## src/rtl/network_output_queue.sv

```systemverilog
// -----------------------------------------------------------------------------
// network_output_queue
//   Reader end of the network queue FIFO. Pops one {tsntag, bufid} descriptor
//   at a time and hands it to the transmit scheduler over a level wr/ack
//   handshake. wr is held until ack is sampled, and ack has to drop again
//   before the next descriptor is popped. Keeps a wrapping delivery count.
//
//   State table
//     IDLE_S        | waiting for a non-empty FIFO, open gate and ack low
//     WAIT_S        | pop issued, counting FIFO read latency
//     SEND_S        | descriptor presented, o_descriptor_wr held until ack
//     ACK_RELEASE_S | descriptor accepted, waiting for ack to drop
//
// Ports
//   i_clk, i_rst_n     clock, asynchronous active-low reset
//   iv_fifo_rdata      FIFO read data {tsntag, bufid}
//   i_fifo_empty       FIFO empty flag
//   o_fifo_rd          one-cycle read strobe per descriptor
//   i_gate_open        scheduler permits dequeue
//   ov_tsntag/ov_bufid descriptor fields, valid while o_descriptor_wr=1
//   o_descriptor_wr    descriptor valid, held until ack
//   i_descriptor_ack   scheduler acceptance (level)
//   ov_tx_cnt          delivered-descriptor count, wraps
//   o_protocol_err     one-cycle pulse when ack is seen while idle
// -----------------------------------------------------------------------------
module network_output_queue #(
    parameter int TAG_W           = 48,
    parameter int BUFID_W         = 9,
    parameter int FIFO_RD_LATENCY = 1,
    parameter int CNT_W           = 16
) (
    input  logic                     i_clk,
    input  logic                     i_rst_n,
    input  logic [TAG_W+BUFID_W-1:0] iv_fifo_rdata,
    input  logic                     i_fifo_empty,
    output logic                     o_fifo_rd,
    input  logic                     i_gate_open,
    output logic [TAG_W-1:0]         ov_tsntag,
    output logic [BUFID_W-1:0]       ov_bufid,
    output logic                     o_descriptor_wr,
    input  logic                     i_descriptor_ack,
    output logic [CNT_W-1:0]         ov_tx_cnt,
    output logic                     o_protocol_err
);

    typedef enum logic [1:0] {
        IDLE_S        = 2'd0,
        WAIT_S        = 2'd1,
        SEND_S        = 2'd2,
        ACK_RELEASE_S = 2'd3
    } state_t;

    // Latency is 1..3, so a 2-bit counter covers the whole wait.
    localparam logic [1:0] LAT_LAST = 2'(FIFO_RD_LATENCY - 1);

    state_t     state;
    logic [1:0] lat_cnt;

    always_ff @(posedge i_clk or negedge i_rst_n) begin
        if (!i_rst_n) begin
            state           <= IDLE_S;
            lat_cnt         <= '0;
            o_fifo_rd       <= 1'b0;
            ov_tsntag       <= '0;
            ov_bufid        <= '0;
            o_descriptor_wr <= 1'b0;
            ov_tx_cnt       <= '0;
            o_protocol_err  <= 1'b0;
        end else begin
            // Both strobes are single-cycle pulses unless re-armed below.
            o_fifo_rd      <= 1'b0;
            o_protocol_err <= 1'b0;

            case (state)
                IDLE_S: begin
                    if (i_descriptor_ack) begin
                        o_protocol_err <= 1'b1;
                    end else if (!i_fifo_empty && i_gate_open) begin
                        o_fifo_rd <= 1'b1;
                        lat_cnt   <= '0;
                        state     <= WAIT_S;
                    end
                end

                // Empty and gate are deliberately ignored: an issued pop
                // always completes so the popped entry is never lost.
                WAIT_S: begin
                    lat_cnt <= lat_cnt + 2'd1;
                    if (lat_cnt == LAT_LAST) begin
                        ov_tsntag       <= iv_fifo_rdata[TAG_W+BUFID_W-1:BUFID_W];
                        ov_bufid        <= iv_fifo_rdata[BUFID_W-1:0];
                        o_descriptor_wr <= 1'b1;
                        state           <= SEND_S;
                    end
                end

                // A gate close here does not withdraw the descriptor.
                SEND_S: begin
                    if (i_descriptor_ack) begin
                        o_descriptor_wr <= 1'b0;
                        ov_tsntag       <= '0;
                        ov_bufid        <= '0;
                        ov_tx_cnt       <= ov_tx_cnt + CNT_W'(1);
                        state           <= ACK_RELEASE_S;
                    end
                end

                ACK_RELEASE_S: begin
                    if (!i_descriptor_ack) begin
                        state <= IDLE_S;
                    end
                end

                default: begin
                    o_fifo_rd       <= 1'b0;
                    ov_tsntag       <= '0;
                    ov_bufid        <= '0;
                    o_descriptor_wr <= 1'b0;
                    ov_tx_cnt       <= '0;
                    o_protocol_err  <= 1'b0;
                    state           <= IDLE_S;
                end
            endcase
        end
    end

endmodule

```

## config.mk

```make
export PLATFORM = sky130hd
export DESIGN_NAME = network_output_queue
export DESIGN_NICKNAME = d
export VERILOG_FILES = /design/src/rtl/network_output_queue.sv
export SDC_FILE = /design/constraint.sdc
export NUM_CORES = 1
export LEC_CHECK = 0
export BUFFER_PORTS_ARGS = -buffer_cell sky130_fd_sc_hd__buf_2
export CAP_MARGIN = 10
export CORE_MARGIN = 1
export CORE_UTILIZATION = 52
export DETAILED_ROUTE_END_ITERATION = 8
export PLACE_DENSITY = 0.93
export SLEW_MARGIN = 20
export SYNTH_ARGS = -nofsm -noshare
export SYNTH_HDL_FRONTEND = slang
export SYNTH_SLANG_ARGS = --single-unit
```

## constraint.sdc

```tcl
create_clock -name i_clk -period 3.6 [get_ports i_clk]
set_input_delay 0.36 -clock i_clk [delete_from_list [all_inputs] [get_ports i_clk]]
set_output_delay 0.36 -clock i_clk [all_outputs]
set_load 0.05 [all_outputs]
```

==> metrics.md, run 1 <==
| Metric | Value |
|---|---|
| Global-route wire length before repair | 12,800 µm |
| Asr flop ratio synth | 1.00 |
| CTS tree | built |
| Final setup vio count | 0 |
| N_diodes | 0 |
| Hold Crit Class | input pin to asynchronous set/reset pin |
| RSZ-0062 raised after global routing | no |
| Largest net degree at the start of global routing | 81 |
| Area of the mapped netlist | around 0.0035 mm² |
| Rows | 29 |
| Chip Width | 84.4 µm |
| Sequential-to-total area share from yosys stat | 0.568 |
| Syn Area/Cell | 10.2 µm² |
| Yosys warning count | 0 |
| Worst setup EP type | register |
| DR vias | between 2,000 and 3,000 |
| Max Clk Rate | 0.423 GHz |
| Leakage power | 2.35 nW |
| Post-route minimum period | 2.36 ns |
| Status | finished, violations left |
| Total CTS buffers | 9 |
| Worst Tran Pin Value | between 0.9 and 1 ns |
| Peak supply drop | approximately 660 µV |
| Crit share post-route | 0.657 |
| Fin nets | 545 |
| Vias per cell | 5.06 |
| Skew-Pair Late Insertion Delay | 0.34 ns |
| Syn_nets | 414 |
| Setup tns final | 0 ns |
| Slew headroom | 0.345 |
| Postcts setup bufs | 0 |
| Core area | approximately 0.0065 mm² |
| Die footprint | 0.00712 mm² |
| Unique cell type count in the Yosys netlist | 29 |
| Violation count after the first detailed-route iteration | ~110 |
| PwrDens | 1080 mW/mm² |
| CP Max Fanout | 52 |
| Slew Viols, Final | 0 |
| Die Ht | 84.4 µm |
| CTS Root Cell | clkbuf_8 |
| Post-synth EDFFs | 0 |
| Vias in the first global route | approximately 2,700 |
| Top_reg_cell synth | dfrtp_1 |
| TritonCTS Sinks | 80 |
| Hpwl dp | 5350 µm |
| Initial antenna violation count | 0 |
| Layout cell share with drive strength beyond 1 | 0.349 |
| Total congestion overflow | 0 |
| Critical path class | register to register |
| # IOs | 138 |
| Syn Inst Count | 345 |
| Req. time, crit path | 3.81 ns |
| Tot Pwr | 4.83 mW |
| Starting Density | 0.546 |
| Clk_skew | 0.00935 ns |
| Placed Cells | about 540 |
| Startpoint Class | register |
| Residual DRC | 12 |
| DR WL/cell | 13.6 µm |
| Finished Layout Cells | roughly 560 |
| Worst R2R Setup Slack | about 1.2 ns |
| Maximum buffer depth of the clock tree | 2 |
| Failing checks | design-rule violations |
| Fin Hold WS | 0.163 ns |
| Routability Congestion | 0.806 |
| Core Util, Final | 0.689 |
| Port Buffers | 137 |
| All-Layer GR Usage | 0.227 |
| Max Cap Violations | 0 |
| #FFs+latches synth | 80 |
| Critical path arrival | 2.57 ns |
| Htree depth | 3 |
| Clock transition at path regs | 0.08 ns |
| Area grow syn2layout | 26.3% |
| Filler instances | 481 |
| Final Hold Fails | 0 |
| Post-cts sizing count | 0 |
| DRT Pass-1 Iters | 6 |
| Final WL | 7580 µm |
| Post-DRT Antenna Nets | 0 |
| # hold bufs at CTS | 0 |
## flip-flops by register name, summed over array words and instances, names as in the netlist
register,cells
lat_cnt,2
o_descriptor_wr,1
o_fifo_rd,1
o_protocol_err,1
ov_bufid,9
ov_tsntag,48
ov_tx_cnt,16
state,2
## per-layer routing
metal  GRT usage  vias up  wire length (µm)
met5           0        -                 0
met4      0.0601        0                68
met3      0.0728       11               499
met2       0.375       83              3600
met1       0.293     1344              3410
li1            -     1384                 -
## cells by family after synthesis
| logic type | Yosys count | share of synthesized area |
|---|---|---|
| adders and majority gates | 7 | 0.0248 |
| DFF | 80 | 0.568 |
| xor gates and xnor gates | 15 | 0.0372 |
| AOI/OAI and AO/OA | 61 | 0.0926 |
| muxes | 4 | 0.0121 |
| buffers and inverters | 25 | 0.0376 |
| and+or+nand+nor | 153 | 0.228 |
## worst max-delay path, stage by stage (launching register included)
cell,delay (ns)
dfrtp_1,0.40
inv_1,0.11
ha_2,0.33
o211ai_4,0.68
buf_4,0.50
o21ai_0,0.18
## per-stage QoR
step / cell area (µm²) / setup WS (ns)
global placement: 4220 / 1.39
floorplan: 3530 / 1.96
global route: 4450 / 1.00
detailed placement: 4220 / 1.24
CTS: 4450 / 1.22
finish: 4450 / 1.24
## path summary, 6_finish.rpt
path | startpoint | end | cells after the start
max | state[0] | ov_tsntag[9] | 5
min | i_rst_n | ov_tx_cnt[8] | 1
max reg2reg | state[0] | ov_tsntag[9] | 5
min reg2reg | ov_tx_cnt[15] | ov_tx_cnt[15] | 1
max in group asynchronous | i_rst_n | ov_tsntag[11] | 1
min in group i_clk | iv_fifo_rdata[16] | ov_tsntag[7] | 3
## power by group
| group | internal (mW) | leakage (nW) | switching (mW) | total [mW] |
|---|---|---|---|---|
| sequential | 1.25 | 1.03 | 0.201 | 1.45 |
| combinational | 0.691 | 1.20 | 1.93 | 2.62 |
| clock | 0.427 | 0.119 | 0.322 | 0.750 |
## cells in the mapped netlist, types with 2 or more instances
cell | instances | area share
ha_1 | 7 | 0.025
nand2b_1 | 59 | 0.10
clkbuf_1 | 10 | 0.011
nand2_1 | 67 | 0.071
xnor2_1 | 11 | 0.027
buf_4 | 3 | 0.0064
and2_1 | 2 | 0.0035
inv_1 | 5 | 0.0053
buf_2 | 3 | 0.0043
buf_6 | 3 | 0.0096
and4_4 | 3 | 0.0096
mux2_2 | 2 | 0.0064
nand4_1 | 4 | 0.0071
dfrtp_1 | 80 | 0.57
o21ai_1 | 10 | 0.014
nand3_1 | 6 | 0.0085
nor2_1 | 6 | 0.0064
mux2i_1 | 2 | 0.0057
o21ai_0 | 49 | 0.070
xor2_1 | 4 | 0.0099
## cell usage in the layout (no fill, tap or decap), drive strengths merged
cell,n
and2,2
bufinv,2
nand2b,60
o211ai,1
nand4,5
clkinv,3
mux2,2
nand2,67
nor2,6
o21ai,59
nor3,1
clkbuf,11
xnor2,11
buf,140
ha,7
mux2i,2
and4,4
dfrtp,80
and3,1
nor3b,1
inv,5
nand3,6
a32o,1
xor2,4
## final cells by class
class	count	area, µm²	area share
sequential	80	2000	0.450
timing repair buffer	140	711	0.160
inverter	5	18.8	0.00421
multi-input combinational	240	1400	0.313
clock buffer	11	151	0.0340
tap	77	96.3	0.0216
clock inverter	5	78.8	0.0177
Note: power is estimated with default switching activity, not from simulation.
==> run 2: changes to the inputs <==
Settings changed: CORE_UTILIZATION 52 to 44, PLACE_DENSITY 0.93 to 0.84.
Clock period 3.6 ns to 2 ns, I/O delays scaled along.
==> run 2 against run 1 <==
Against the previous run:
- the flow now finishes without violations
- non-clock buffer count grew 4
- routed wire length is 1.6% lower
- worst setup slack worse by 0.96 ns
- via count shrank 1.8%
==> metrics.md, run 2 (same netlist as run 1, synthesis figures left out) <==
| Metric | Value |
|---|---|
| Total CTS buffers | 9 |
| R2R Path End | ov_tx_cnt[13] |
| Clk_skew | 0.00913 ns |
| Register area | 0.00200 mm² |
| Routability Congestion | 0.756 |
| Slowest stage cell on the critical path | dfrtp_1 |
| N_diodes | 0 |
| CTS tree | built |
| Residual DRC | 0 |
| Req. time, crit path | 2.22 ns |
| Peak supply drop | between 1500 and 2000 µV |
| Filler instances | 676 |
| Postcts setup bufs | 0 |
| Hold Crit Depth | 3 |
| Die footprint | 0.00838 mm² |
| Top reg by flops | ov_tsntag |
| CTS Root Cell | clkbuf_8 |
| Reg2Reg Depth | 6 |
| Rows | 32 |
| Chip Width | 91.5 µm |
| Core Util, Final | 0.588 |
| DRT Pass-1 Iters | 4 |
| Setup tns final | 0 ns |
| Slew Viols, Final | 0 |
| Vias per cell | roughly 4.7 |
| Worst hold endpoint | ov_tsntag[34] |
| # IOs | 138 |
| Port Buffers | roughly 140 |
| Clock transition at path regs | 0.08 ns |
| Fin Hold WS | 0.103 ns |
| Worst path most repeated cell | and4_4 |
| Post-route minimum period | 1.73 ns |
| PwrDens | between 1500 and 2000 mW/mm² |
| Final worst slack | 0.272 ns |
| Worst R2R Setup Slack | between 0.2 and 0.3 ns |
| Worst-path cell chain | inv_1 > ha_2 > and4_4 > and4_4 > nand4_2 > xnor2_1 |
| Leakage power | ~2.4 nW |
| Starting Density | 0.456 |
| Critical path class | register to register |
| Global-route wire length before repair | 12,300 µm |
| R2r startpoint | state[0] |
| Startpoint Class | register |
| Crit share post-route | 0.864 |
| Multi-input logic area | 0.00140 mm² |
| Final WL | between 7000 and 8000 µm |
| CP Max Fanout | 6 |
| Initial antenna violation count | 0 |
| Area grow syn2layout | 28.8% |
| Slew headroom | 0.694 |
| Worst Tran Pin Value | 0.458 ns |
| Core area | 0.00773 mm² |
| TritonCTS Sinks | 80 |
| Status | complete, no violations |
| DR WL/cell | 12.7 µm |
| Setup WS pre-CTS | 0.294 ns |
| Final setup vio count | 0 |
| Post-DRT Antenna Nets | 0 |
| Most common cell after layout, fill and taps aside | buf_2 |
| Largest regs | ov_tsntag (48), ov_tx_cnt (16), ov_bufid (9) |
| Violation count after the first detailed-route iteration | 106 |
| Max reg flops | 48 |
| Layout cell share with drive strength beyond 1 | 0.349 |
| All-Layer GR Usage | 0.185 |
| Htree depth | 3 |
| Largest net degree at the start of global routing | 63 |
| Fin nets | between 500 and 600 |
| RSZ-0062 raised after global routing | no |
| DR vias | 2,771 |
| Maximum buffer depth of the clock tree | 2 |
| Final Hold Fails | 0 |
| Commonest cells after routing, fill and taps aside | 136 x buf_2, 80 x dfrtp_1, 67 x nand2_1 |
| Largest stage delay on the critical path | 0.40 ns |
| Worst setup EP type | register |
| Hpwl dp | between 5000 and 6000 µm |
| Hold path start | iv_fifo_rdata[43] |
| Max Cap Violations | 0 |
| Tot Pwr | 8.74 mW |
| Hold Crit Class | input pin to register |
| Vias in the first global route | ~2,700 |
| Total congestion overflow | 0 |
| Die Ht | 91.5 µm |
| Max Clk Rate | 0.579 GHz |
| Skew-Pair Late Insertion Delay | 0.34 ns |
| Critical path arrival | roughly 2.0 ns |
run 2: cell count changes in the layout (fill, tap and decap cells not counted):
cell / previous run / this run
dlygate4sd3_1: 0 / 1
buf_12: 0 / 3
clkinv_4: 1 / 0
clkbuf_1: 0 / 1
clkinv_2: 2 / 1
run 2: how the worst max path moves through the flow:
stage	from	end	slack, ns	cells past startpoint
floorplan	state[0]	ov_tx_cnt[13]	0.36	7
global placement	state[0]	ov_tx_cnt[13]	0.37	6
detailed placement	state[0]	ov_tx_cnt[13]	0.29	6
CTS	state[0]	ov_tx_cnt[13]	0.26	6
global route	state[0]	ov_tx_cnt[13]	0.18	6
finish	state[0]	ov_tx_cnt[13]	0.27	6
run 2: timing repair:
action | CTS | global route
hold buffers | 1 | 0
hold endpoints to repair | 32 | 0
gates resized for setup | 0 | 0
run 2: power by group:
part           internal [mW]  leakage [nW]  switching [mW]  total (mW)
Sequential              2.25          1.03           0.343        2.60
Combinational           1.35          1.23            3.49        4.85
Clock                  0.764         0.112           0.535        1.30
run 2: worst max-delay path: cells and delay by family, from the launching register on:
family	cells	cell delay, ns
flops	1	0.40
fa+ha+maj	1	0.28
simple gates	3	0.64
buf+inv	1	0.13
xor+xnor	1	0.16
run 2: cell type report:
class                   count  area share
repair buffers            144       0.172
inverters                   5     0.00413
well taps                 102      0.0281
clock inverters             3      0.0143
multi-input cells         240       0.307
flip-flops and latches     80       0.441
clock buffers              12      0.0341
run 2: per-stage QoR:
stage / std cells / area [µm²]
after floorplan: 345 / 3530
after global placement: 570 / 4310
after detailed placement: 570 / 4310
after CTS: 586 / 4540
after global routing: 586 / 4540
final: 586 / 4540
run 2: routing by layer:
metal  global-route usage  routed length (µm)
met3               0.0528                 448
met1                0.235                3190
met5                    0                   0
met4               0.0437                  29
met2                0.311                3790
==> run 3: changes to the inputs <==
Settings changed: BUFFER_PORTS_ARGS -buffer_cell sky130_fd_sc_hd__buf_2 to -buffer_cell sky130_fd_sc_hd__clkbuf_2, GPL_ROUTABILITY_DRIVEN set to 0.
==> run 3 against run 2 <==
Against the previous run:
- clock power down 22%
- worst setup slack better by 0.025 ns
- critical path depth unchanged
- first-iteration DRC count down 34%
- via count down 0.65%
- core utilization down 0.87 points
- critical endpoint unchanged
- largest power group unchanged
==> metrics.md, run 3 (same netlist as run 1, synthesis figures left out) <==
| Metric | Value |
|---|---|
| Status | complete, no violations |
| Critical path arrival | 1.93 ns |
| DR WL/cell | 12.8 µm |
| Crit-path leading delay family | simple AND/OR/NAND/NOR gates |
| Startpoint Class | register |
| RSZ-0062 raised after global routing | no |
| CTS tree | built |
| PwrDens | 1880 mW/mm² |
| Commonest cells after routing, fill and taps aside | 136 x clkbuf_2, 80 x dfrtp_1, 67 x nand2_1 |
| Clock transition at path regs | 0.08 ns |
| Final setup vio count | 0 |
| Port Buffers | 137 |
| Crit share post-route | 0.851 |
| N_diodes | 0 |
| Violation count after the first detailed-route iteration | 70 |
| Vias in the first global route | 2,546 |
| Total congestion overflow | 0 |
| Setup tns final | 0 ns |
| R2R Path End | ov_tx_cnt[13] |
| Slowest stage cell on the critical path | dfrtp_1 |
| Area grow syn2layout | 26.9% |
| DR vias | 2,753 |
| Postcts setup bufs | 0 |
| Largest stage delay on the critical path | roughly 0.40 ns |
| Worst Tran Pin Value | approximately 0.5 ns |
| Reg2Reg Depth | 6 |
| Worst-path cell chain | inv_1 > ha_2 > and4_4 > and4_4 > nand4_2 > xnor2_1 |
| Hold Crit Depth | 3 |
| Slew headroom | 0.675 |
| Post-DRT Antenna Nets | 0 |
| Core area | 0.00773 mm² |
| Die footprint | 0.00838 mm² |
| Top reg by flops | ov_tsntag |
| Rows | 32 |
| Htree depth | 3 |
| Skew-Pair Late Insertion Delay | 0.34 ns |
| Leakage power | 2.32 nW |
| Fin Hold WS | 0.0813 ns |
| Hold Crit Class | input pin to register |
| # IOs | 138 |
| Total CTS buffers | 9 |
| CP Max Fanout | 6 |
| Req. time, crit path | between 2 and 2.5 ns |
| Maximum buffer depth of the clock tree | 2 |
| CTS Root Cell | clkbuf_8 |
| Hpwl dp | 5480 µm |
| Max Cap Violations | 0 |
| Worst hold endpoint | ov_tsntag[6] |
| Worst setup EP type | register |
| Worst path most repeated cell | and4_4 |
| Worst R2R Setup Slack | 0.30 ns |
| Clk_skew | 0.00962 ns |
| Slew Viols, Final | 0 |
| Hold path start | iv_fifo_rdata[15] |
| DRT Pass-1 Iters | 4 |
| R2r startpoint | state[0] |
| Post-route minimum period | 1.70 ns |
| Initial antenna violation count | 0 |
| Die Ht | 91.5 µm |
| All-Layer GR Usage | 0.190 |
| Final WL | 7460 µm |
| Most common cell after layout, fill and taps aside | clkbuf_2 |
| Max reg flops | 48 |
| Core Util, Final | 0.579 |
| Worst path bufs/invs | 1 |
| Chip Width | 91.5 µm |
| Layout cell share with drive strength beyond 1 | 0.349 |
| Final worst slack | just under 0.3 ns |
| Largest regs | ov_tsntag (48), ov_tx_cnt (16), ov_bufid (9) |
| Tot Pwr | 8.44 mW |
| Setup WS pre-CTS | 0.302 ns |
| Global-route wire length before repair | 12,500 µm |
| Fin nets | 548 |
| Final Hold Fails | 0 |
| Starting Density | 0.456 |
| Critical path class | register to register |
| Largest net degree at the start of global routing | 61 |
| Residual DRC | 0 |
| Peak supply drop | about 1100 µV |
| Max Clk Rate | just under 0.6 GHz |
| Vias per cell | 4.71 |
| TritonCTS Sinks | 80 |
run 3: cell count changes in the layout (fill, tap and decap cells not counted), sizes merged:
cell | before | now
buf | 143 | 6
clkbuf | 12 | 146
bufinv | 2 | 0
clkinv | 1 | 3
clkinvlp | 0 | 1
run 3: worst register-to-register path: cells and delay by family, from the launching register on:
kind / cells / cell delay [ns]
AND/OR/NAND/NOR: 3 / 0.64
flip-flops: 1 / 0.40
adder cells (fa/ha/maj): 1 / 0.28
XOR/XNOR: 1 / 0.14
buffers and inverters: 1 / 0.13
run 3: how the worst max path moves through the flow:
stage,endpoint,slack [ns],depth (start not counted),startpoint
4_1_cts,ov_tx_cnt[13],0.30,6,state[0]
3_5_place_dp,ov_tx_cnt[13],0.30,6,state[0]
6_report,ov_tx_cnt[13],0.30,6,state[0]
2_1_floorplan,ov_tx_cnt[13],0.36,7,state[0]
5_1_grt,ov_tx_cnt[9],0.19,6,state[0]
3_3_place_gp,ov_tx_cnt[13],0.36,6,state[0]
run 3: where the power goes:
part           total (mW)  switching, mW  internal (mW)  leakage [nW]
Sequential           2.62          0.365           2.25          1.03
Combinational        4.81           3.48           1.33          1.21
Clock                1.01          0.543          0.464        0.0838
Total                8.44           4.39           4.05          2.32
run 3: cell type report:
cell class	count	area [µm²]
clock buffers	10	138
clock inverters	4	22.5
fillers	684	3250
inverters	5	18.8
multi-input cells	240	1400
flip-flops and latches	80	2000
well taps	102	128
repair buffers	143	773
run 3: metrics by stage:
| step | cell area, µm² | std cells |
|---|---|---|
| 2_1_floorplan | 3530 | 345 |
| 3_3_place_gp | 4310 | 569 |
| 3_5_place_dp | 4310 | 569 |
| 4_1_cts | 4480 | 584 |
| 5_1_grt | 4480 | 584 |
| 6_report | 4480 | 584 |
run 3: routing by layer:
metal  vias to the layer above  wire length, µm  share of wire  global-route usage
met5                         -                0              0                   0
met4                         0               41         0.0055              0.0516
met3                         4              415          0.056              0.0578
met2                        81             3670           0.49               0.304
met1                      1283             3330           0.45               0.250
li1                       1385                -              -                   -
run 3: what timing repair did:
action                                 4_1_cts  5_1_grt
endpoints found under the hold margin       36        0
hold buffers                                 1        0
resized for setup                            0        0
